--- config.mk ---
export PLATFORM = sky130hd
export DESIGN_NAME = bluejay_line_streamer_flat
export DESIGN_NICKNAME = d
export VERILOG_FILES = /design/src/rtl/bluejay_line_streamer_pkg.sv /design/src/rtl/bluejay_line_streamer_if.sv /design/src/rtl/bluejay_line_streamer_pattern_gen.sv /design/src/rtl/bluejay_line_streamer.sv /design/src/flat_wrapper.sv
export SDC_FILE = /design/constraint.sdc
export NUM_CORES = 1
export LEC_CHECK = 0
export BUFFER_PORTS_ARGS = -buffer_cell sky130_fd_sc_hd__buf_2
export CAP_MARGIN = 10
export CORE_ASPECT_RATIO = 1.2
export CORE_MARGIN = 2
export CORE_UTILIZATION = 40
export CTS_BUF_LIST = sky130_fd_sc_hd__clkbuf_8
export CTS_CLUSTER_DIAMETER = 120
export DETAILED_ROUTE_END_ITERATION = 7
export GPL_TIMING_DRIVEN = 1
export PLACE_DENSITY_LB_ADDON = 0.08
export SYNTH_ARGS = -nofsm -noshare
export SYNTH_HDL_FRONTEND = slang
export SYNTH_SLANG_ARGS = --single-unit
--- constraint.sdc ---
create_clock -name fpga_clk -period 8.57 [get_ports fpga_clk]
set_input_delay 0.4285 -clock fpga_clk [delete_from_list [all_inputs] [get_ports fpga_clk]]
set_output_delay 0.4285 -clock fpga_clk [all_outputs]
set_load 0.005 [all_outputs]
--- src/rtl/bluejay_line_streamer_pkg.sv ---
// Shared types and constants for the Bluejay line streamer.
//   state_e       : streamer FSM states
//   DEFAULT_*     : default geometry
//   pattern_word  : built-in test-pattern word (line_idx * words_per_line + word_idx)
package bluejay_line_streamer_pkg;

    typedef enum logic [2:0] {
        StIdle,
        StWaitLine,
        StSync,
        StData,
        StGap
    } state_e;

    localparam int unsigned DEFAULT_DATA_W          = 32;
    localparam int unsigned DEFAULT_WORDS_PER_LINE  = 40;
    localparam int unsigned DEFAULT_LINES_PER_FRAME = 1280;
    localparam int unsigned DEFAULT_LINE_GAP        = 2;

    // 64-bit result; callers truncate or zero-extend to the bus width, which gives mod 2^DATA_W.
    function automatic logic [63:0] pattern_word(input logic [31:0] line_idx,
                                                 input logic [31:0] word_idx,
                                                 input logic [31:0] words_per_line);
        return ({32'd0, line_idx} * {32'd0, words_per_line}) + {32'd0, word_idx};
    endfunction

endpackage

--- src/rtl/bluejay_line_streamer_if.sv ---
// Bundle of FIFO-side inputs and Bluejay-bus outputs of the line streamer.
//   master : the streamer (reads FIFO status, drives bus/status outputs)
//   slave  : the surrounding system (FIFO + bus consumer)
interface bluejay_line_streamer_if
    import bluejay_line_streamer_pkg::*;
#(
    parameter int unsigned DATA_W          = DEFAULT_DATA_W,
    parameter int unsigned LINES_PER_FRAME = DEFAULT_LINES_PER_FRAME
) ();

    localparam int unsigned LC_W = $clog2(LINES_PER_FRAME + 1);

    logic              buffer_switch_done;
    logic [DATA_W-1:0] fifo_data_out;
    logic              fifo_empty;
    logic              line_of_data_available;
    logic              dc32_fifo_almost_empty;
    logic              test_pattern_en;
    logic              get_next_word;
    logic [DATA_W-1:0] bluejay_data_out;
    logic              sync;
    logic              valid;
    logic [LC_W-1:0]   line_count;
    logic              frame_done;
    logic              busy;
    logic              underrun_err;

    modport master (
        input  buffer_switch_done, fifo_data_out, fifo_empty, line_of_data_available,
               dc32_fifo_almost_empty, test_pattern_en,
        output get_next_word, bluejay_data_out, sync, valid, line_count, frame_done, busy,
               underrun_err
    );

    modport slave (
        output buffer_switch_done, fifo_data_out, fifo_empty, line_of_data_available,
               dc32_fifo_almost_empty, test_pattern_en,
        input  get_next_word, bluejay_data_out, sync, valid, line_count, frame_done, busy,
               underrun_err
    );

endinterface

--- src/rtl/bluejay_line_streamer_pattern_gen.sv ---
// Combinational test-pattern generator.
//   i_line_idx : lines completed so far in the frame
//   i_word_idx : word position within the current line
//   o_pattern  : (line_idx * WORDS_PER_LINE + word_idx) mod 2^DATA_W
module bluejay_line_streamer_pattern_gen
    import bluejay_line_streamer_pkg::*;
#(
    parameter int unsigned DATA_W         = DEFAULT_DATA_W,
    parameter int unsigned WORDS_PER_LINE = DEFAULT_WORDS_PER_LINE,
    parameter int unsigned LC_W           = 11,
    parameter int unsigned WC_W           = 6
) (
    input  logic [LC_W-1:0]   i_line_idx,
    input  logic [WC_W-1:0]   i_word_idx,
    output logic [DATA_W-1:0] o_pattern
);

    assign o_pattern = DATA_W'(pattern_word(32'(i_line_idx), 32'(i_word_idx),
                                            32'(WORDS_PER_LINE)));

endmodule

--- src/rtl/bluejay_line_streamer.sv ---
// Bluejay SLM line streamer: per line, one sync cycle then a contiguous burst of
// WORDS_PER_LINE valid words (FIFO data or test pattern), then LINE_GAP idle cycles.
//   fpga_clk : sole clock
//   reset_n  : asynchronous active-low reset
//   bus      : FIFO status/data in; get_next_word, data, sync, valid, line_count,
//              frame_done, busy, underrun_err out
module bluejay_line_streamer
    import bluejay_line_streamer_pkg::*;
#(
    parameter int unsigned DATA_W          = DEFAULT_DATA_W,
    parameter int unsigned WORDS_PER_LINE  = DEFAULT_WORDS_PER_LINE,
    parameter int unsigned LINES_PER_FRAME = DEFAULT_LINES_PER_FRAME,
    parameter int unsigned LINE_GAP        = DEFAULT_LINE_GAP
) (
    input  logic                    fpga_clk,
    input  logic                    reset_n,
    bluejay_line_streamer_if.master bus
);

    localparam int unsigned LC_W = $clog2(LINES_PER_FRAME + 1);
    localparam int unsigned WC_W = $clog2(WORDS_PER_LINE + 1);
    localparam int unsigned GC_W = $clog2(LINE_GAP + 1);

    state_e            r_state, w_state_next;
    logic [WC_W-1:0]   r_word_idx, w_word_idx_next;
    logic [GC_W-1:0]   r_gap_cnt, w_gap_cnt_next;
    logic [LC_W-1:0]   r_line_count, w_line_count_next;
    logic              r_tp, w_tp_next;
    logic              r_underrun, w_underrun_next;
    logic [DATA_W-1:0] r_data, w_data_next;
    logic              r_sync, w_sync_next;
    logic              r_valid, w_valid_next;
    logic              r_frame_done, w_frame_done_next;
    logic [DATA_W-1:0] w_pattern;

    bluejay_line_streamer_pattern_gen #(
        .DATA_W         (DATA_W),
        .WORDS_PER_LINE (WORDS_PER_LINE),
        .LC_W           (LC_W),
        .WC_W           (WC_W)
    ) u_pattern_gen (
        .i_line_idx (r_line_count),
        .i_word_idx (r_word_idx),
        .o_pattern  (w_pattern)
    );

    always_comb begin
        w_state_next      = r_state;
        w_word_idx_next   = r_word_idx;
        w_gap_cnt_next    = r_gap_cnt;
        w_line_count_next = r_line_count;
        w_tp_next         = r_tp;
        w_underrun_next   = r_underrun;
        w_data_next       = r_data;
        w_sync_next       = 1'b0;
        w_valid_next      = 1'b0;
        w_frame_done_next = 1'b0;

        unique case (r_state)
            StIdle: begin
                // The frame_done cycle is already IDLE; a start pulse there is dropped.
                if (bus.buffer_switch_done && !r_frame_done) begin
                    w_tp_next         = bus.test_pattern_en;
                    w_line_count_next = '0;
                    w_underrun_next   = 1'b0;
                    w_state_next      = StWaitLine;
                end
            end
            StWaitLine: begin
                if (r_tp || (bus.line_of_data_available && !bus.dc32_fifo_almost_empty)) begin
                    w_state_next = StSync;
                end
            end
            StSync: begin
                w_sync_next     = 1'b1;
                w_word_idx_next = '0;
                w_state_next    = StData;
            end
            StData: begin
                // Burst never stalls: an empty FIFO yields a zero word and flags underrun.
                w_valid_next = 1'b1;
                if (r_tp) begin
                    w_data_next = w_pattern;
                end else if (bus.fifo_empty) begin
                    w_data_next     = '0;
                    w_underrun_next = 1'b1;
                end else begin
                    w_data_next = bus.fifo_data_out;
                end
                if (r_word_idx == WC_W'(WORDS_PER_LINE - 1)) begin
                    w_word_idx_next = '0;
                    w_gap_cnt_next  = '0;
                    w_state_next    = StGap;
                end else begin
                    w_word_idx_next = r_word_idx + WC_W'(1);
                end
            end
            StGap: begin
                if (r_gap_cnt == GC_W'(LINE_GAP - 1)) begin
                    w_gap_cnt_next    = '0;
                    w_line_count_next = r_line_count + LC_W'(1);
                    if (r_line_count == LC_W'(LINES_PER_FRAME - 1)) begin
                        w_frame_done_next = 1'b1;
                        w_state_next      = StIdle;
                    end else begin
                        w_state_next = StWaitLine;
                    end
                end else begin
                    w_gap_cnt_next = r_gap_cnt + GC_W'(1);
                end
            end
            default: w_state_next = StIdle;
        endcase
    end

    always_ff @(posedge fpga_clk or negedge reset_n) begin
        if (!reset_n) begin
            r_state      <= StIdle;
            r_word_idx   <= '0;
            r_gap_cnt    <= '0;
            r_line_count <= '0;
            r_tp         <= 1'b0;
            r_underrun   <= 1'b0;
            r_data       <= '0;
            r_sync       <= 1'b0;
            r_valid      <= 1'b0;
            r_frame_done <= 1'b0;
        end else begin
            r_state      <= w_state_next;
            r_word_idx   <= w_word_idx_next;
            r_gap_cnt    <= w_gap_cnt_next;
            r_line_count <= w_line_count_next;
            r_tp         <= w_tp_next;
            r_underrun   <= w_underrun_next;
            r_data       <= w_data_next;
            r_sync       <= w_sync_next;
            r_valid      <= w_valid_next;
            r_frame_done <= w_frame_done_next;
        end
    end

    assign bus.get_next_word    = (r_state == StData) && !r_tp && !bus.fifo_empty;
    assign bus.busy             = (r_state != StIdle);
    assign bus.bluejay_data_out = r_data;
    assign bus.sync             = r_sync;
    assign bus.valid            = r_valid;
    assign bus.line_count       = r_line_count;
    assign bus.frame_done       = r_frame_done;
    assign bus.underrun_err     = r_underrun;

endmodule

--- src/flat_wrapper.sv ---
// flat-port wrapper written by rule: the top's interface ports become plain ports
module bluejay_line_streamer_flat import bluejay_line_streamer_pkg::*;
#(
    parameter int unsigned DATA_W          = DEFAULT_DATA_W,
    parameter int unsigned WORDS_PER_LINE  = DEFAULT_WORDS_PER_LINE,
    parameter int unsigned LINES_PER_FRAME = DEFAULT_LINES_PER_FRAME,
    parameter int unsigned LINE_GAP        = DEFAULT_LINE_GAP
)
  (fpga_clk, reset_n, bus_buffer_switch_done, bus_fifo_data_out, bus_fifo_empty, bus_line_of_data_available, bus_dc32_fifo_almost_empty, bus_test_pattern_en, bus_get_next_word, bus_bluejay_data_out, bus_sync, bus_valid, bus_line_count, bus_frame_done, bus_busy, bus_underrun_err);
  bluejay_line_streamer_if #(.DATA_W(DATA_W), .LINES_PER_FRAME(LINES_PER_FRAME)) bus_i ();
  input  logic fpga_clk;
  input  logic reset_n;
  input wire logic [$bits(bus_i.buffer_switch_done)-1:0] bus_buffer_switch_done;
  input wire logic [$bits(bus_i.fifo_data_out)-1:0] bus_fifo_data_out;
  input wire logic [$bits(bus_i.fifo_empty)-1:0] bus_fifo_empty;
  input wire logic [$bits(bus_i.line_of_data_available)-1:0] bus_line_of_data_available;
  input wire logic [$bits(bus_i.dc32_fifo_almost_empty)-1:0] bus_dc32_fifo_almost_empty;
  input wire logic [$bits(bus_i.test_pattern_en)-1:0] bus_test_pattern_en;
  output wire logic [$bits(bus_i.get_next_word)-1:0] bus_get_next_word;
  output wire logic [$bits(bus_i.bluejay_data_out)-1:0] bus_bluejay_data_out;
  output wire logic [$bits(bus_i.sync)-1:0] bus_sync;
  output wire logic [$bits(bus_i.valid)-1:0] bus_valid;
  output wire logic [$bits(bus_i.line_count)-1:0] bus_line_count;
  output wire logic [$bits(bus_i.frame_done)-1:0] bus_frame_done;
  output wire logic [$bits(bus_i.busy)-1:0] bus_busy;
  output wire logic [$bits(bus_i.underrun_err)-1:0] bus_underrun_err;
  assign bus_i.buffer_switch_done = bus_buffer_switch_done;
  assign bus_i.fifo_data_out = bus_fifo_data_out;
  assign bus_i.fifo_empty = bus_fifo_empty;
  assign bus_i.line_of_data_available = bus_line_of_data_available;
  assign bus_i.dc32_fifo_almost_empty = bus_dc32_fifo_almost_empty;
  assign bus_i.test_pattern_en = bus_test_pattern_en;
  assign bus_get_next_word = bus_i.get_next_word;
  assign bus_bluejay_data_out = bus_i.bluejay_data_out;
  assign bus_sync = bus_i.sync;
  assign bus_valid = bus_i.valid;
  assign bus_line_count = bus_i.line_count;
  assign bus_frame_done = bus_i.frame_done;
  assign bus_busy = bus_i.busy;
  assign bus_underrun_err = bus_i.underrun_err;
  bluejay_line_streamer #(.DATA_W(DATA_W), .WORDS_PER_LINE(WORDS_PER_LINE), .LINES_PER_FRAME(LINES_PER_FRAME), .LINE_GAP(LINE_GAP)) u_core (.fpga_clk(fpga_clk), .reset_n(reset_n), .bus(bus_i));
endmodule
Word level (Yosys, flattened, before mapping)
Index checks and enable logic that the tools add are counted.
{"block": "word_totals", "register_bits": 59, "out_inout_bits": 49, "wordCells": 73, "input_bits": 39}
{"block": "op_classes", "multipliers": 1, "n_mux": 25, "addsub": 4, "n_reduce_logical": 20, "eq_ne": 13}
{"op": "$mux W32", "n": 2}
{"op": "$mux W11", "n": 2}
{"op": "$pmux W11 S2", "n": 1}
{"op": "$add A17 B6 Y18", "n": 1}
{"op": "$pmux W3 S5", "n": 1}
{"op": "$mul A11 B3 Y14 const B", "n": 1}
{"op": "$mux W3", "n": 4}
{"op": "$pmux W6 S2", "n": 1}
{"op": "$add A11 B1 Y11 const B", "n": 1}
{"op": "$eq A11 B11 Y1 const B", "n": 1}
{"op": "$mux W1", "n": 9}
{"op": "$ne A2 B1 Y1 const B", "n": 4}
{"op": "$reduce_and A4 Y1", "n": 2}
{"op": "$reduce_bool A2 Y1", "n": 4}
{"op": "$add A6 B1 Y6 const B", "n": 1}
{"op": "$eq A3 B2 Y1 const B", "n": 2}
{"op": "$eq A6 B6 Y1 const B", "n": 1}
{"op": "$mux W6", "n": 1}
{"op": "$logic_and A1 B1 Y1", "n": 4}
{"op": "$logic_not A1 Y1", "n": 4}
{"op": "$mux W2", "n": 2}
{"op": "$ne A2 B2 Y1 const B", "n": 2}
{"op": "$pmux W2 S2", "n": 1}
{"op": "$reduce_and A2 Y1", "n": 2}
{"op": "9 further kinds", "n": 9}

Longest topological paths before layout
{"block": "logic_depth", "ltp_word": 5, "ltp_mapped": 9, "mapped_depth_nobuf": 9}

By module
Synthesis repeated with hierarchy kept, for this count alone.
{"block": "hier_totals", "hier_cells": 418, "area_unflattened_um2": 3836.2}
{"module": "bluejay_line_streamer", "seq_area_each_um2": 1476.4, "n_inst": 1, "area_each_um2": 2835.2, "cells_per_inst": 296}
{"module": "bluejay_line_streamer_pattern_gen", "seq_area_each_um2": 0.0, "n_inst": 1, "area_each_um2": 1001.0, "cells_per_inst": 122}

Least setup slack after synthesis
OpenSTA, ideal clock, no wires.
{"block": "synth_path", "kind": "register to register", "from": "register u_core.r_line_count[3], in the netlist u_core.bus.line_count[3]", "to": "register u_core.r_data[14], in the netlist u_core.bus.bluejay_data_out[14]", "stages_incl_launch_ff": 10, "setup_slack_ns": 5.620, "required_ns": 8.483, "t_arrival_ns": 2.864, "period_less_slack_ns": 2.950, "setup_ns": 0.087, "path_cell_list": "dfrtp_1 -> ha_1 -> ha_1 -> fa_1 -> a211oi_2 -> nor2_1 -> a211oi_2 -> nand4_2 -> or4b_1 -> o211ai_1"}
{"block": "synth_between", "elab_chain_len": 3}
{"item": "start: declaration", "line_no": "bluejay_line_streamer.sv:27", "source": "logic [LC_W-1:0] r_line_count, w_line_count_next;"}
{"item": "start signal: assignment", "line_no": "bluejay_line_streamer.sv:132", "source": "r_line_count <= w_line_count_next;"}
{"item": "$mul A11 B3 Y14", "line_no": "bluejay_line_streamer_pkg.sv:24", "source": "return ({32'd0, line_idx} * {32'd0, words_per_line}) + {32'd0, word_idx};"}
{"item": "$add A17 B6 Y18", "line_no": "bluejay_line_streamer_pkg.sv:24"}
{"item": "$mux W32", "line_no": "bluejay_line_streamer.sv:82", "source": "if (r_tp) begin"}
{"item": "end signal: assignment", "line_no": "bluejay_line_streamer.sv:135", "source": "r_data <= w_data_next;"}
{"item": "end: declaration", "line_no": "bluejay_line_streamer.sv:30", "source": "logic [DATA_W-1:0] r_data, w_data_next;"}
Every way passes these cells.
A chain may end at the register's enable or synchronous reset.

Worst setup path in the final report
Same ends and word-level chain as after synthesis.

==> metrics <==
status finished clean; final net count 505; Setup Skew 12.5 ps; Synth cell types 58; Hold Vio Cnt, Final 0; CTS resizes 0; max-cap viol count 0; RSZ-0062 raised after global routing no; top_reg_cell synth dfrtp_1; area grow syn2layout 21.9%; number of global-route vias before repair 2985; Hold Crit Class in -> async; Peak Freq 311 MHz; Worst slew margin 50.4%; worst path arrival time 3480 ps; ANT nets after route 0; post-synthesis sequential area ratio 42.3%; Max stage delay on crit path 540 ps; WL per Instance 15.1 um; first-pass GRT wire length 13.6 mm; fraction of layout cells with a size suffix above 1 26.5%; r2r worst-path depth 9; area share of the largest cell type after synthesis 42.3%; Avg Vias per Cell 5.28; io pins 88; number of flops mapped to enable cells by yosys 0; Syn. warnings 0; required time of the worst setup path 8830 ps; PwrDens 279 mW/mm2; syn_nets 420; setup total negative slack 0 ps; pin slew with the least headroom to its limit 744 ps; top cells by area, synth dfrtp_1, ha_1, a22o_1; drt pass-1 iters 4; CP Launch Type flip-flop; slowest cell on the critical path or4b_1; Worst Path Class, Setup reg -> reg; I/O Buffers 87; Synth Instances 356; DRC Markers 0; Chip Width 89.3 um; worst skew pair latency 350 ps; core area 0.00852 mm2; worst path cell trace ha_1 -> ha_1 -> fa_1 -> a211oi_2 -> nor2_1 -> a211oi_2 -> nand4_2 -> or4b_1 -> o211ai_1; clock sinks 59; minimum clock period 3220 ps; # placed instances 547; Syn Std Cell Area 0.00349 mm2; CTS max path bufs 2; GRT Util Overall 18.3%; initial antenna violation count 0; drt total wl 8.47 mm; initial core utilization 41.0%; Worst-path clk slew 80 ps; most frequent cells in the layout buf_2, dfrtp_1, nor2_1; Max VDD drop 0.104 mV; count of state elements after synthesis 59; Synth area leader dfrtp_1; Num CTS Buffers 9; Max FO, Critical Path 7; H-tree depth 3; GP Congestion 0.777; Setup Viol. Count Final 0; period utilisation layout 37.5%; CTS tree built; die height 106 um; endpoint class of the critical path flip-flop; setup ws final 5350 ps; Post-Place Worst Slack 5360 ps; clk root buf clkbuf_8; num rows 37; post-CTS setup buffer count 0; ys async rst share 100%; ANT cells 0; initial DRC count 100; Final Max Tran Viols 0; die area 0.00949 mm2; LEAKAGE 2.11 nW; final cell count without fillers 563; Hold-fix buffers, CTS 0; HPWL Detailed 6.08 mm; most common library cell in the layout ignoring fill and taps buf_2; Overflow after GRT 0; via count 2972; Syn Area/Cell 9.80 um2; largest net degree at the start of global routing 60
-- registers in the layout, summed over array words and instances (netlist names) --
signal	count
u_core.r_tp	1
u_core.bus.bluejay_data_out	32
u_core.r_state	3
u_core.bus.line_count	11
u_core.bus.underrun_err	1
u_core.bus.frame_done	1
u_core.r_gap_cnt	2
u_core.bus.sync	1
u_core.bus.valid	1
u_core.r_word_idx	6
-- per-stage QoR --
step	instance area [um2]	power (mW)	util, %	hold WS, ps
6_report	4250	1.19	49.9	226
5_1_grt	4250	1.28	49.9	300
4_1_cts	4250	1.21	49.9	257
3_5_place_dp	4030	0.906	47.3	468
3_3_place_gp	4030	0.902	47.3	462
2_1_floorplan	3490	0.745	-	133
-- metal layers --
metal,vias up,wire [um],track usage (%)
li1,1494,-,-
met1,1387,4110,23.5
met2,82,3740,29.8
met3,9,504,3.73
met4,0,115,7.14
met5,-,0,0
-- path summary, 6_finish.rpt --
path / from / to / slack, ps
max: u_core.bus.line_count[3] / u_core.bus.bluejay_data_out[14] / 5350
min: reset_n / u_core.bus.bluejay_data_out[19] / 230
max reg2reg: u_core.bus.line_count[3] / u_core.bus.bluejay_data_out[14] / 5350
min reg2reg: u_core.bus.bluejay_data_out[4] / u_core.bus.bluejay_data_out[4] / 480
max in group asynchronous: reset_n / u_core.bus.bluejay_data_out[12] / 7840
min in group fpga_clk: bus_fifo_data_out[20] / u_core.bus.bluejay_data_out[20] / 300
-- kinds of logic after synthesis --
group / after synthesis / synth area share (%)
and+or+nand+nor: 125 / 18.2
buffers and inverters: 26 / 3.08
adders and majority gates: 25 / 9.39
AOI/OAI and AO/OA: 97 / 20.7
DFF: 59 / 42.3
muxes: 2 / 0.574
xor gates and xnor gates: 22 / 5.74
-- report_power, final --
group	total [mW]	internal (mW)	switching [mW]
sequential	0.430	0.357	0.0723
combinational	0.469	0.210	0.259
clock	0.289	0.166	0.123
-- synthesized netlist by cell type, types with 8 or more instances --
cell type  count
nand3_1       17
xnor2_1       13
o21ai_0       21
nand2_1       22
inv_1         10
clkbuf_1      13
a21oi_1        8
dfrtp_1       59
ha_1          23
nor2_1        37
a22o_1        16
a22oi_1        9
xor2_1         8
-- cell type report --
class | instances | area [um2]
Clock buffer | 9 | 124
Sequential cell | 59 | 1480
Timing Repair Buffer | 90 | 458
Multi-Input combinational cell | 271 | 1910
Clock inverter | 7 | 100
Tap cell | 117 | 146
Fill cell | 869 | 4270
Inverter | 10 | 37.5
-- critical path: cells and delay by family (launching register included) --
family | cells | cell delay [ps]
AO/OA/AOI/OAI | 3 | 790
AND/OR/NAND/NOR | 3 | 860
adder cells (fa/ha/maj) | 3 | 1020
flip-flops | 1 | 460
Note: power is estimated with default switching activity, not from simulation.
